==> src/rtl/cellram_burst_ctrl.sv <==
// Synchronous-burst read/write controller for the CellularRAM with WAIT-driven stalls.
// Optional macro CELLRAM_BCR_INIT_EN: write BCR_VALUE to the bus configuration register during INIT.
module cellram_burst_ctrl #(
  parameter int          DW        = 16,
  parameter int          AW        = 23,
  parameter int          BURST_LEN = 4,
  parameter int          LATENCY   = 3,
  parameter logic [19:0] BCR_VALUE = 20'h0_8590
) (
  input  logic          CLK,
  input  logic          RST_N,
  input  logic          ReqValid,
  output logic          ReqReady,
  input  logic          ReqWrite,
  input  logic [AW-1:0] ReqAddr,
  input  logic [DW-1:0] WrData,
  input  logic          WrValid,
  output logic          WrReady,
  output logic [DW-1:0] RdData,
  output logic          RdValid,
  output logic          Done,
  output logic          ConClk,
  output logic          ConCE,
  output logic          ConWE,
  output logic          ConOE,
  output logic          ConADV,
  output logic          ConLB,
  output logic          ConUB,
  output logic          ConCRE,
  output logic [AW-1:0] ConAddr,
  output logic [DW-1:0] ConDataOut,
  output logic          ConDataOE,
  input  logic [DW-1:0] ConDataIn,
  input  logic          ConWait
);

  localparam int BW = $clog2(BURST_LEN);

  typedef enum logic [2:0] {S_INIT, S_IDLE, S_ADDR, S_LAT, S_DATA, S_END} stateT;

  stateT         state, nextState;
  logic [2:0]    latCnt;
  logic [BW-1:0] beat;
  logic          isWrite;
  logic [AW-1:0] addrReg;
  logic [DW-1:0] rdDataP1;
  logic          rdVldP1;
  logic          clkGateEn;

  logic          accept, latLast, dataPhase, rdGo, wrGo, beatGo, beatLast;
  logic          initDone, initCrePhase, initWrPhase;
  logic [AW-1:0] burstAddr;

  assign accept    = (state == S_IDLE) && ReqValid;
  assign latLast   = (state == S_LAT) && (latCnt == 3'd0);
  // The first write word goes out in the final latency cycle, so it counts as a data beat.
  assign dataPhase = (state == S_DATA) || latLast;
  assign rdGo      = (state == S_DATA) && !isWrite && !ConWait;
  assign wrGo      = dataPhase && isWrite && !ConWait && WrValid;
  assign beatGo    = rdGo || wrGo;
  assign beatLast  = (beat == BW'(BURST_LEN - 1));
  // Low address bits wrap inside the BURST_LEN block, as the device does in wrap mode.
  assign burstAddr = {addrReg[AW-1:BW], addrReg[BW-1:0] + beat};

`ifdef CELLRAM_BCR_INIT_EN
  logic [2:0] initCnt;

  always_ff @(posedge CLK or negedge RST_N) begin
    if (!RST_N)
      initCnt <= 3'd0;
    else if (state == S_INIT && initCnt != 3'd4)
      initCnt <= initCnt + 3'd1;
  end

  // Four strobe cycles of the asynchronous register write, then one CE-high cycle.
  assign initDone     = (initCnt == 3'd4);
  assign initCrePhase = (state == S_INIT) && RST_N;
  assign initWrPhase  = initCrePhase && (initCnt != 3'd4);
`else
  assign initDone     = 1'b1;
  assign initCrePhase = 1'b0;
  assign initWrPhase  = 1'b0;
`endif

  always_ff @(posedge CLK or negedge RST_N) begin
    if (!RST_N) begin
      state   <= S_INIT;
      latCnt  <= 3'd0;
      beat    <= '0;
      isWrite <= 1'b0;
      rdVldP1 <= 1'b0;
    end else begin
      state   <= nextState;
      rdVldP1 <= rdGo;
      if (accept) begin
        isWrite <= ReqWrite;
        latCnt  <= 3'(LATENCY - 1);
        beat    <= '0;
      end else begin
        if (state == S_ADDR || (state == S_LAT && latCnt != 3'd0))
          latCnt <= latCnt - 3'd1;
        if (beatGo)
          beat <= beat + BW'(1);
      end
    end
  end

  // Datapath registers carry no reset; their validity travels in the control flags.
  always_ff @(posedge CLK) begin
    if (accept)
      addrReg <= ReqAddr;
    if (rdGo)
      rdDataP1 <= ConDataIn;
  end

  // Enable changes on the falling edge so the gated memory clock never glitches.
  always_ff @(negedge CLK or negedge RST_N) begin
    if (!RST_N)
      clkGateEn <= 1'b0;
    else
      clkGateEn <= (state == S_ADDR) || (state == S_LAT) || (state == S_DATA);
  end

  always_comb begin
    nextState = state;
    ReqReady  = 1'b0;
    WrReady   = 1'b0;
    ConCE     = 1'b1;
    ConWE     = 1'b1;
    ConOE     = 1'b1;
    ConADV    = 1'b1;
    ConLB     = 1'b1;
    ConUB     = 1'b1;
    ConCRE    = 1'b0;
    ConDataOE = 1'b0;
    ConAddr   = '0;
    case (state)
      S_INIT: begin
        ConCRE = initCrePhase;
        if (initCrePhase)
          ConAddr = AW'(BCR_VALUE);
        if (initWrPhase) begin
          ConCE  = 1'b0;
          ConADV = 1'b0;
          ConWE  = 1'b0;
        end
        if (initDone)
          nextState = S_IDLE;
      end
      S_IDLE: begin
        ReqReady = 1'b1;
        if (ReqValid)
          nextState = S_ADDR;
      end
      S_ADDR: begin
        ConCE     = 1'b0;
        ConADV    = 1'b0;
        ConWE     = ~isWrite;
        ConLB     = 1'b0;
        ConUB     = 1'b0;
        ConAddr   = burstAddr;
        nextState = S_LAT;
      end
      S_LAT, S_DATA: begin
        ConCE     = 1'b0;
        ConOE     = isWrite;
        ConAddr   = burstAddr;
        // A missing write word is masked off rather than written.
        ConLB     = isWrite && dataPhase && !WrValid;
        ConUB     = isWrite && dataPhase && !WrValid;
        ConDataOE = isWrite && dataPhase;
        WrReady   = wrGo;
        if (state == S_LAT && latLast && !ConWait)
          nextState = S_DATA;
        if (state == S_DATA && beatGo && beatLast)
          nextState = S_END;
      end
      S_END: nextState = S_IDLE;
      default: nextState = S_INIT;
    endcase
  end

  assign Done       = (state == S_END);
  assign RdData     = rdDataP1;
  assign RdValid    = rdVldP1;
  assign ConDataOut = WrData;
  assign ConClk     = CLK & clkGateEn;

endmodule

==> config.mk <==
export PLATFORM = sky130hd
export DESIGN_NAME = cellram_burst_ctrl
export DESIGN_NICKNAME = d
export VERILOG_FILES = /design/src/rtl/cellram_burst_ctrl.sv
export SDC_FILE = /design/constraint.sdc
export NUM_CORES = 1
export LEC_CHECK = 0
export BUFFER_PORTS_ARGS = -buffer_cell sky130_fd_sc_hd__buf_2
export CAP_MARGIN = 25
export CORE_ASPECT_RATIO = 1.1
export CORE_UTILIZATION = 43
export CTS_CLUSTER_SIZE = 20
export DETAILED_ROUTE_END_ITERATION = 10
export GPL_TIMING_DRIVEN = 0
export PLACE_DENSITY = 0.79
export SLEW_MARGIN = 5
export SYNTH_ARGS = -nofsm -noshare
export SYNTH_HDL_FRONTEND = slang
export SYNTH_SLANG_ARGS = --single-unit
==> constraint.sdc <==
create_clock -name CLK -period 3.4 [get_ports CLK]
set_input_delay 0.17 -clock CLK [delete_from_list [all_inputs] [get_ports CLK]]
set_output_delay 0.17 -clock CLK [all_outputs]
set_load 0.005 [all_outputs]
==> impl_metrics.yaml, run 1 <==
logic_synthesis:
  syn_nets: 224
  syn_avg_cell_area_um2: 13.7
  synth_top_family_by_area: "simple AND/OR/NAND/NOR gates"
  yosys_register_bits: 50
  ys_warn_count: 0
  synthXorXnorAreaFrac_pct: 1.61
  synth-compound-area-share_pct: 5.71
  async_reset_ff_share_pct: 22.0
  synth-simple-area-share_pct: 14.7
  synthFlopType: "edfxtp_1"
  syn_area_mm2: 0.00217
  synthMuxAreaShare_pct: 0.519
  syn_inst: 159
  yosysSeqAreaShare_pct: 66.6
  synth_fa_ha_area_share_pct: 2.31
  synth_edf_count: 39
  synth_cell_type_count: 35
min_path:
  whs_path_depth: 3
  min_to: "state[1]"
  hp-class: "in2reg"
  hold_path_startpoint: "ReqValid"
global_routing:
  grt_pass1_wl_mm: 8.38
  first_global_vias: 1819
  grt_use_total_pct: 21.1
  grt_overflow_total: 0
  grt_max_degree: 31
  antenna_found_initial: 0
setup_path:
  reg2regPathDepth: 4
  cp.arrival_ps: 1800
  r2r-end: "clkGateEn"
  cp.required_ps: 2130
  critPathCaptureType: "register"
  r2r-start: "state[1]"
  start_kind: "register"
  rrSetupSlack_ps: 340
  critPathMaxFanout: 10
  crit_type: "reg2reg"
drt:
  dr.first_iter.drc_count: 73
  via_count: 1728
  wl_per_cell_um: 13.4
  route.detailed.drc: 0
  postRouteAntennaNets: 0
  first_pass_iters: 4
  routed_wirelength_mm: 5.10
  vias_per_cell: 4.56
floorplan:
  dieArea_mm2: 0.00534
  row_count: 26
  start_util_pct: 45.7
  ios: 129
  die_h_um: 76.5
  coreArea_mm2: 0.00475
  die_x_um: 69.7
final_layout:
  utilization_pct: 71.0
  nets: 387
  multi_input_area_um2: 548
  mostFrequentLayoutCell: "buf_2"
  areaGrowthSynthToFinish_pct: 55.4
  diodes: 0
  layout_common_cells: "buf_2, dlygate4sd3_1, edfxtp_1"
  nFillCells: 355
  fin_area_mm2: 0.00337
  seq_area_mm2: 0.00145
  layout-drive-gt1-share_pct: 46.4
clock_network:
  cts_tree: "yes"
  insertion_delay_ps: 420
  clk_pin_slew_worst_paths_ps: 90
power:
  fin_total_pwr_w: 0.00210
  powerDensity_mw_per_mm2: 623
  p_leak_nw: 1.60
  ir_drop_mv: 0.390
timing:
  finClkSkew_ps: 16.0
  hold_violations: 0
  setup_viol: 0
  rsz0062_at_grt: "no"
  fin_tns_setup_ps: 0
  timing.hold.ws_ps: 59.9
  maxSlewHeadroom_pct: 58.9
  slew_violations: 0
  tightest_slew_ps: 617
placed_design:
  hpwlAfterDp_mm: 3.26
  io_buffers: 111
  placed_area_mm2: 0.00281
  gp_congestion: 0.790
status:
  status: "completed"
run:
  maxCapViolations: 0
final cells by class:
class / count / share of cell area (%)
flip-flops and latches: 50 / 42.9
plain buffers: 23 / 4.71
well taps: 56 / 2.08
repair buffers: 152 / 28.7
multi-input cells: 80 / 16.2
clock buffers: 9 / 3.41
clock inverters: 3 / 1.30
inverters: 6 / 0.668
flip-flops by register name (all words and copies together), names as in the netlist:
signal,count
RdData,16
RdValid,1
addrReg,23
beat,2
clkGateEn,1
isWrite,1
latCnt,3
state,3
timing repair:
| action | 4_1_cts | 5_1_grt |
|---|---|---|
| gates resized for setup | 0 | 0 |
| hold buffers | 41 | 0 |
| hold endpoints to repair | 50 | 0 |
| setup buffers | 0 | 0 |
through the flow:
stage                     std cells  setup WS [ps]
after floorplan                 159            528
final                           379            337
after detailed placement        327            326
after CTS                       379            324
after global routing            379            233
after global placement          326            310
cell usage after synthesis, drive strengths merged (2+ instances only):
| cell type | instances | area, um2 |
|---|---|---|
| edfxtp | 39 | 1170 |
| and2 | 26 | 163 |
| buf | 22 | 155 |
| dfrtp | 10 | 250 |
| nor2 | 7 | 26.3 |
| inv | 6 | 22.5 |
| o21ai | 5 | 25.0 |
| ha | 4 | 50.1 |
| nand2 | 4 | 15.0 |
| nor2b | 4 | 25.0 |
| a21o | 3 | 22.5 |
| xnor2 | 3 | 26.3 |
| a21oi | 2 | 10.0 |
| and2b | 2 | 15.0 |
| nand2b | 2 | 12.5 |
| or3 | 2 | 12.5 |
cells by family after synthesis:
| logic type | Yosys count |
|---|---|
| multiplexers | 1 |
| AO/OA/AOI/OAI | 17 |
| flip-flops | 50 |
| AND/OR/NAND/NOR | 53 |
| XOR/XNOR | 4 |
| other | 1 |
| buffers and inverters | 29 |
| adder cells (fa/ha/maj) | 4 |
where the power goes:
| group | total (W) | switching [W] | internal, W | leakage, nW |
|---|---|---|---|---|
| clock network | 0.000523 | 0.000218 | 0.000305 | 0.0876 |
| registers | 0.000838 | 0.0000543 | 0.000784 | 0.495 |
| logic | 0.000739 | 0.000366 | 0.000372 | 1.02 |
| total | 0.00210 | 0.000638 | 0.00146 | 1.60 |
worst max path at each step:
stage / from / end / slack, ps / cells after the start
floorplan: state[1] / clkGateEn / 530 / 4
global placement: state[1] / clkGateEn / 310 / 4
detailed placement: state[1] / clkGateEn / 330 / 4
CTS: state[1] / clkGateEn / 320 / 4
global route: state[1] / clkGateEn / 230 / 4
finish: state[1] / clkGateEn / 340 / 4
layer usage:
metal  vias up  track usage (%)  wire (um)
met5         -                0          0
met4         0             9.20        118
met3        14             9.39        499
met2       103             37.9       2640
met1       763             20.6       1840
li1        848                -          -
critical path: stages (launching register included):
cell	delay, ps
dfrtp_1	450
or3b_1	380
buf_2	160
nand2_1	160
buf_2	230
Note: power is estimated with default switching activity, not from simulation.
==> run 2, diff against run 1 <==
Settings changed: CTS_BUF_LIST set to sky130_fd_sc_hd__clkbuf_16, SKIP_CTS_REPAIR_TIMING set to 1.
==> run 2 against run 1 <==
Compared with the run above:
- the flow now finishes with violations (hold timing)
- cell count fell by 0.26%
- register-to-register slack about the same
- combinational power is essentially flat
- global-route usage down 3.7 points
- sequential share of layout area fell by 0.99 points
- clock power grew 43%
- total power is 11% higher
- setup slack improved by 13 ps
- core utilization rose by 1.7 points
- non-clock buffer count decreased by 1
- clock skew rose by 25 ps
- critical endpoint unchanged
- largest cell class unchanged
==> impl_metrics.yaml, run 2 (synthesis results as in run 1) <==
clock_network:
  cts_tree: "yes"
  insertion_delay_ps: 430
  clk_pin_slew_worst_paths_ps: 60
placed_design:
  preCtsSetupSlack_ps: 326
  gp_congestion: 0.790
  hpwlAfterDp_mm: 3.26
  io_buffers: 111
global_routing:
  grt_max_degree: 31
  antenna_found_initial: 0
  grt_pass1_wl_mm: 6.99
  grt_overflow_total: 0
  first_global_vias: 1591
  grt_use_total_pct: 17.3
power:
  p_int_w: 0.00166
  p_comb_share_pct: 31.8
  powerDensity_mw_per_mm2: 675
  p_leak_nw: 1.64
  clkPwrFrac_pct: 32.2
  swShare_pct: 28.6
  pwr-share-seq_pct: 36.0
  ir_drop_mv: 0.382
  power_switching_w: 0.000667
final_layout:
  top_register: "addrReg"
  utilization_pct: 72.7
  layout-drive-gt1-share_pct: 46.6
  nFillCells: 329
  nets: 386
  seq_area_mm2: 0.00145
  diodes: 0
  largest_register_ffs: 23
  areaGrowthSynthToFinish_pct: 59.1
  layout_common_cells: "buf_2, dlygate4sd3_1, edfxtp_1"
  mostFrequentLayoutCell: "buf_2"
  multi_input_area_um2: 548
timing:
  finClkSkew_ps: 40.9
  rsz0062_at_grt: "no"
  tightest_slew_ps: 615
  timing.hold.ws_ps: -19.1
  slew_violations: 0
  setup_viol: 0
  setup_slack_ps: 351
  hold_violations: 1
  maxSlewHeadroom_pct: 59.0
  fin_tns_setup_ps: 0
drt:
  first_pass_iters: 4
  routed_wirelength_mm: 5.24
  via_count: 1726
  vias_per_cell: 4.57
  route.detailed.drc: 0
  postRouteAntennaNets: 0
  wl_per_cell_um: 13.9
  dr.first_iter.drc_count: 51
floorplan:
  die_h_um: 76.5
  row_count: 26
  start_util_pct: 45.7
  dieArea_mm2: 0.00534
  coreArea_mm2: 0.00475
  die_x_um: 69.7
  ios: 129
status:
  status: "complete, but fails checks"
  violations: "hold timing"
setup_path:
  crit_top_cell: "buf_2"
  cp.arrival_ps: 1790
  crit_type: "reg2reg"
  cp.required_ps: 2140
  worst-path-buf-inv: 2
  worstPathCellList: "or3b_1, buf_2, nand2_1, buf_2"
  cp_top_family: "simple AND/OR/NAND/NOR gates"
  critPathMaxFanout: 10
  crit_slowest_cell: "dfrtp_1"
  critPathCaptureType: "register"
  start_kind: "register"
  cpPeakStageDelay_ps: 440
min_path:
  hp-class: "in2reg"
run:
  maxCapViolations: 0
run 2: cell types whose count changed in the layout (fill, tap and decap cells not counted), sizes merged:
cell,previous run,this run
dlygate4sd3,41,40
run 2: path summary, 6_finish.rpt:
kind	start	slack, ps	cells after the start	to
setup / recovery	state[1]	350	4	clkGateEn
max in group asynchronous	RST_N	1410	2	clkGateEn
hold / removal	ReqWrite	-20	3	isWrite
min in group asynchronous	RST_N	180	2	latCnt[1]
hold reg to reg	latCnt[1]	500	1	latCnt[1]
setup reg to reg	state[1]	350	4	clkGateEn
run 2: metrics by stage:
step           total power (W)  area, um2  hold WS (ps)  cells
3_5_place_dp           0.00157       2810          64.7    327
5_1_grt                0.00248       3450          3.89    378
2_1_floorplan          0.00128       2170          -126    159
4_1_cts                0.00232       3050          -354    338
3_3_place_gp           0.00155       2800          63.6    326
6_report               0.00233       3450         -19.1    378
run 2: layout make-up:
| class | instances | share of cell area, % |
|---|---|---|
| plain buffers | 23 | 4.60 |
| clock buffers | 9 | 5.94 |
| clock inverters | 3 | 1.27 |
| inverters | 6 | 0.652 |
| multi-input cells | 80 | 15.9 |
| flip-flops and latches | 50 | 41.9 |
| well taps | 56 | 2.03 |
| repair buffers | 151 | 27.8 |
run 2: worst min-delay path, cell delays in order:
cell     delay (ps)
buf_2            70
nand2_1          40
o21ai_0          60
run 2: layer usage:
metal	wire (um)	global-route usage (%)
met1	1880	17.2
met2	2790	31.7
met3	474	8.07
met4	95	5.20
met5	0	0
run 2: power groups by stage:
stage	combinational (W)	sequential (W)	clock, W
2_1_floorplan	0.000441	0.000833	0.00000798
3_3_place_gp	0.000694	0.000845	0.0000149
3_5_place_dp	0.000708	0.000848	0.0000149
4_1_cts	0.000714	0.000837	0.000764
5_1_grt	0.000840	0.000856	0.000787
6_report	0.000742	0.000840	0.000750
==> run 3, diff against run 2 <==
Settings changed: GPL_TIMING_DRIVEN 0 to unset.
==> run 3 against run 2 <==
Compared with the run above:
- highest routed layer unchanged
- final area down 6.8%
- core utilization decreased by 4.9 points
- setup slack better by 150 ps
- sequential share of layout area up 3.0 points
- flip-flop and latch count stayed put
- critical path type is now reg2out
- clock skew down 0.52 ps
- critical path depth shrank 2
- the run now ends clean
- largest power group unchanged
==> impl_metrics.yaml, run 3 (synthesis results as in run 1) <==
setup_path:
  critPathMaxFanout: 1
  rrSetupSlack_ps: 670
  start_kind: "register"
  cp-startpoint: "clkGateEn"
  cp-endpoint: "ConClk"
  critPathCaptureType: "primary output"
  cp.required_ps: 3230
  reg2regPathDepth: 2
  r2r-start: "state[0]"
  r2r-end: "clkGateEn"
  cp.arrival_ps: 2730
  crit_type: "reg2out"
placed_design:
  io_buffers: 95
  hpwlAfterDp_mm: 3.05
  gp_congestion: 0.858
  placed_cells: 290
global_routing:
  first_global_vias: 1428
  grt_max_degree: 24
  grt_use_total_pct: 16.3
  grt_pass1_wl_mm: 6.48
  antenna_found_initial: 0
  grt_overflow_total: 0
min_path:
  hp-class: "in2reg"
drt:
  first_pass_iters: 4
  routed_wirelength_mm: 4.96
  vias_per_cell: 4.75
  via_count: 1623
  wl_per_cell_um: 14.5
  dr.first_iter.drc_count: 28
  route.detailed.drc: 0
  postRouteAntennaNets: 0
timing:
  fin_tns_setup_ps: 0
  maxSlewHeadroom_pct: 47.4
  hold_violations: 0
  slew_violations: 0
  tightest_slew_ps: 789
  setup_viol: 0
  rsz0062_at_grt: "no"
  finClkSkew_ps: 40.4
  timing.hold.ws_ps: 105
status:
  status: "completed"
run:
  maxCapViolations: 0
power:
  p_leak_nw: 1.47
  ir_drop_mv: 0.400
  fin_total_pwr_w: 0.00223
  pwr-share-seq_pct: 38.1
  powerDensity_mw_per_mm2: 693
  swShare_pct: 29.8
  p_int_w: 0.00157
  power_switching_w: 0.000666
  clkPwrFrac_pct: 30.2
  p_comb_share_pct: 31.8
final_layout:
  mostFrequentLayoutCell: "buf_2"
  top_register: "addrReg"
  fin_cells: 342
  nFillCells: 338
  areaGrowthSynthToFinish_pct: 48.3
  utilization_pct: 67.8
  largest_register_ffs: 23
  nets: 350
  layout-drive-gt1-share_pct: 39.9
  diodes: 0
  multi_input_area_um2: 548
  layout_common_cells: "buf_2, dlygate4sd3_1, edfxtp_1"
  seq_area_mm2: 0.00145
floorplan:
  dieArea_mm2: 0.00534
  die_x_um: 69.7
  start_util_pct: 45.7
  coreArea_mm2: 0.00475
  row_count: 26
  ios: 129
  die_h_um: 76.5
clock_network:
  clk_pin_slew_worst_paths_ps: 60
  cts_tree: "yes"
  insertion_delay_ps: 430
==> run 3: cell count changes in the layout (fill, tap and decap cells not counted) <==
cell | before | now
clkinvlp_4 | 0 | 2
clkinv_2 | 1 | 0
buf_4 | 19 | 3
bufinv_16 | 1 | 0
dlygate4sd3_1 | 40 | 41
buf_2 | 115 | 95
clkbuf_1 | 1 | 0
==> run 3: area by class of cell <==
cell class / count / share of cell area (%)
Clock buffer: 9 / 6.37
Clock inverter: 3 / 0.738
Inverter: 6 / 0.700
Multi-Input combinational cell: 80 / 17.0
Sequential cell: 50 / 44.9
Tap cell: 56 / 2.18
Timing Repair Buffer: 138 / 28.1
==> run 3: worst min-delay path by stage <==
stage	from	to	slack, ps	cells past startpoint
after floorplan	RST_N	RdValid	-130	0
after global placement	RST_N	beat[1]	50	1
after detailed placement	RST_N	beat[1]	60	1
after CTS	RST_N	latCnt[1]	-360	1
after global routing	ConWait	state[2]	110	2
final	ConWait	state[2]	110	2
==> run 3: stage by stage <==
step,setup WS [ps],instance area [um2]
after detailed placement,632,2580
after CTS,468,2810
final,496,3220
after global routing,451,3220
after floorplan,528,2170
after global placement,687,2580
==> run 3: critical path, cell delays in order (launching register included) <==
cell and delay, ps:
dfrtn_1 380, and2_1 110, buf_2 110
==> run 3: power groups by stage <==
| stage | Combinational [W] | Sequential [W] | Clock [W] |
|---|---|---|---|
| floorplan | 0.000441 | 0.000833 | 0.00000798 |
| global placement | 0.000647 | 0.000851 | 0.0000149 |
| detailed placement | 0.000659 | 0.000862 | 0.0000149 |
| CTS | 0.000667 | 0.000849 | 0.000698 |
| global route | 0.000799 | 0.000865 | 0.000724 |
| finish | 0.000709 | 0.000850 | 0.000673 |
==> run 3: per-layer routing <==
metal  global-route usage [%]  vias up  part of all wire [%]
li1                         -      779                     -
met3                     7.28       13                   8.6
met4                     10.2        0                   2.0
met5                        0        -                     0
met1                     17.1      745                    36
met2                     26.6       86                    53
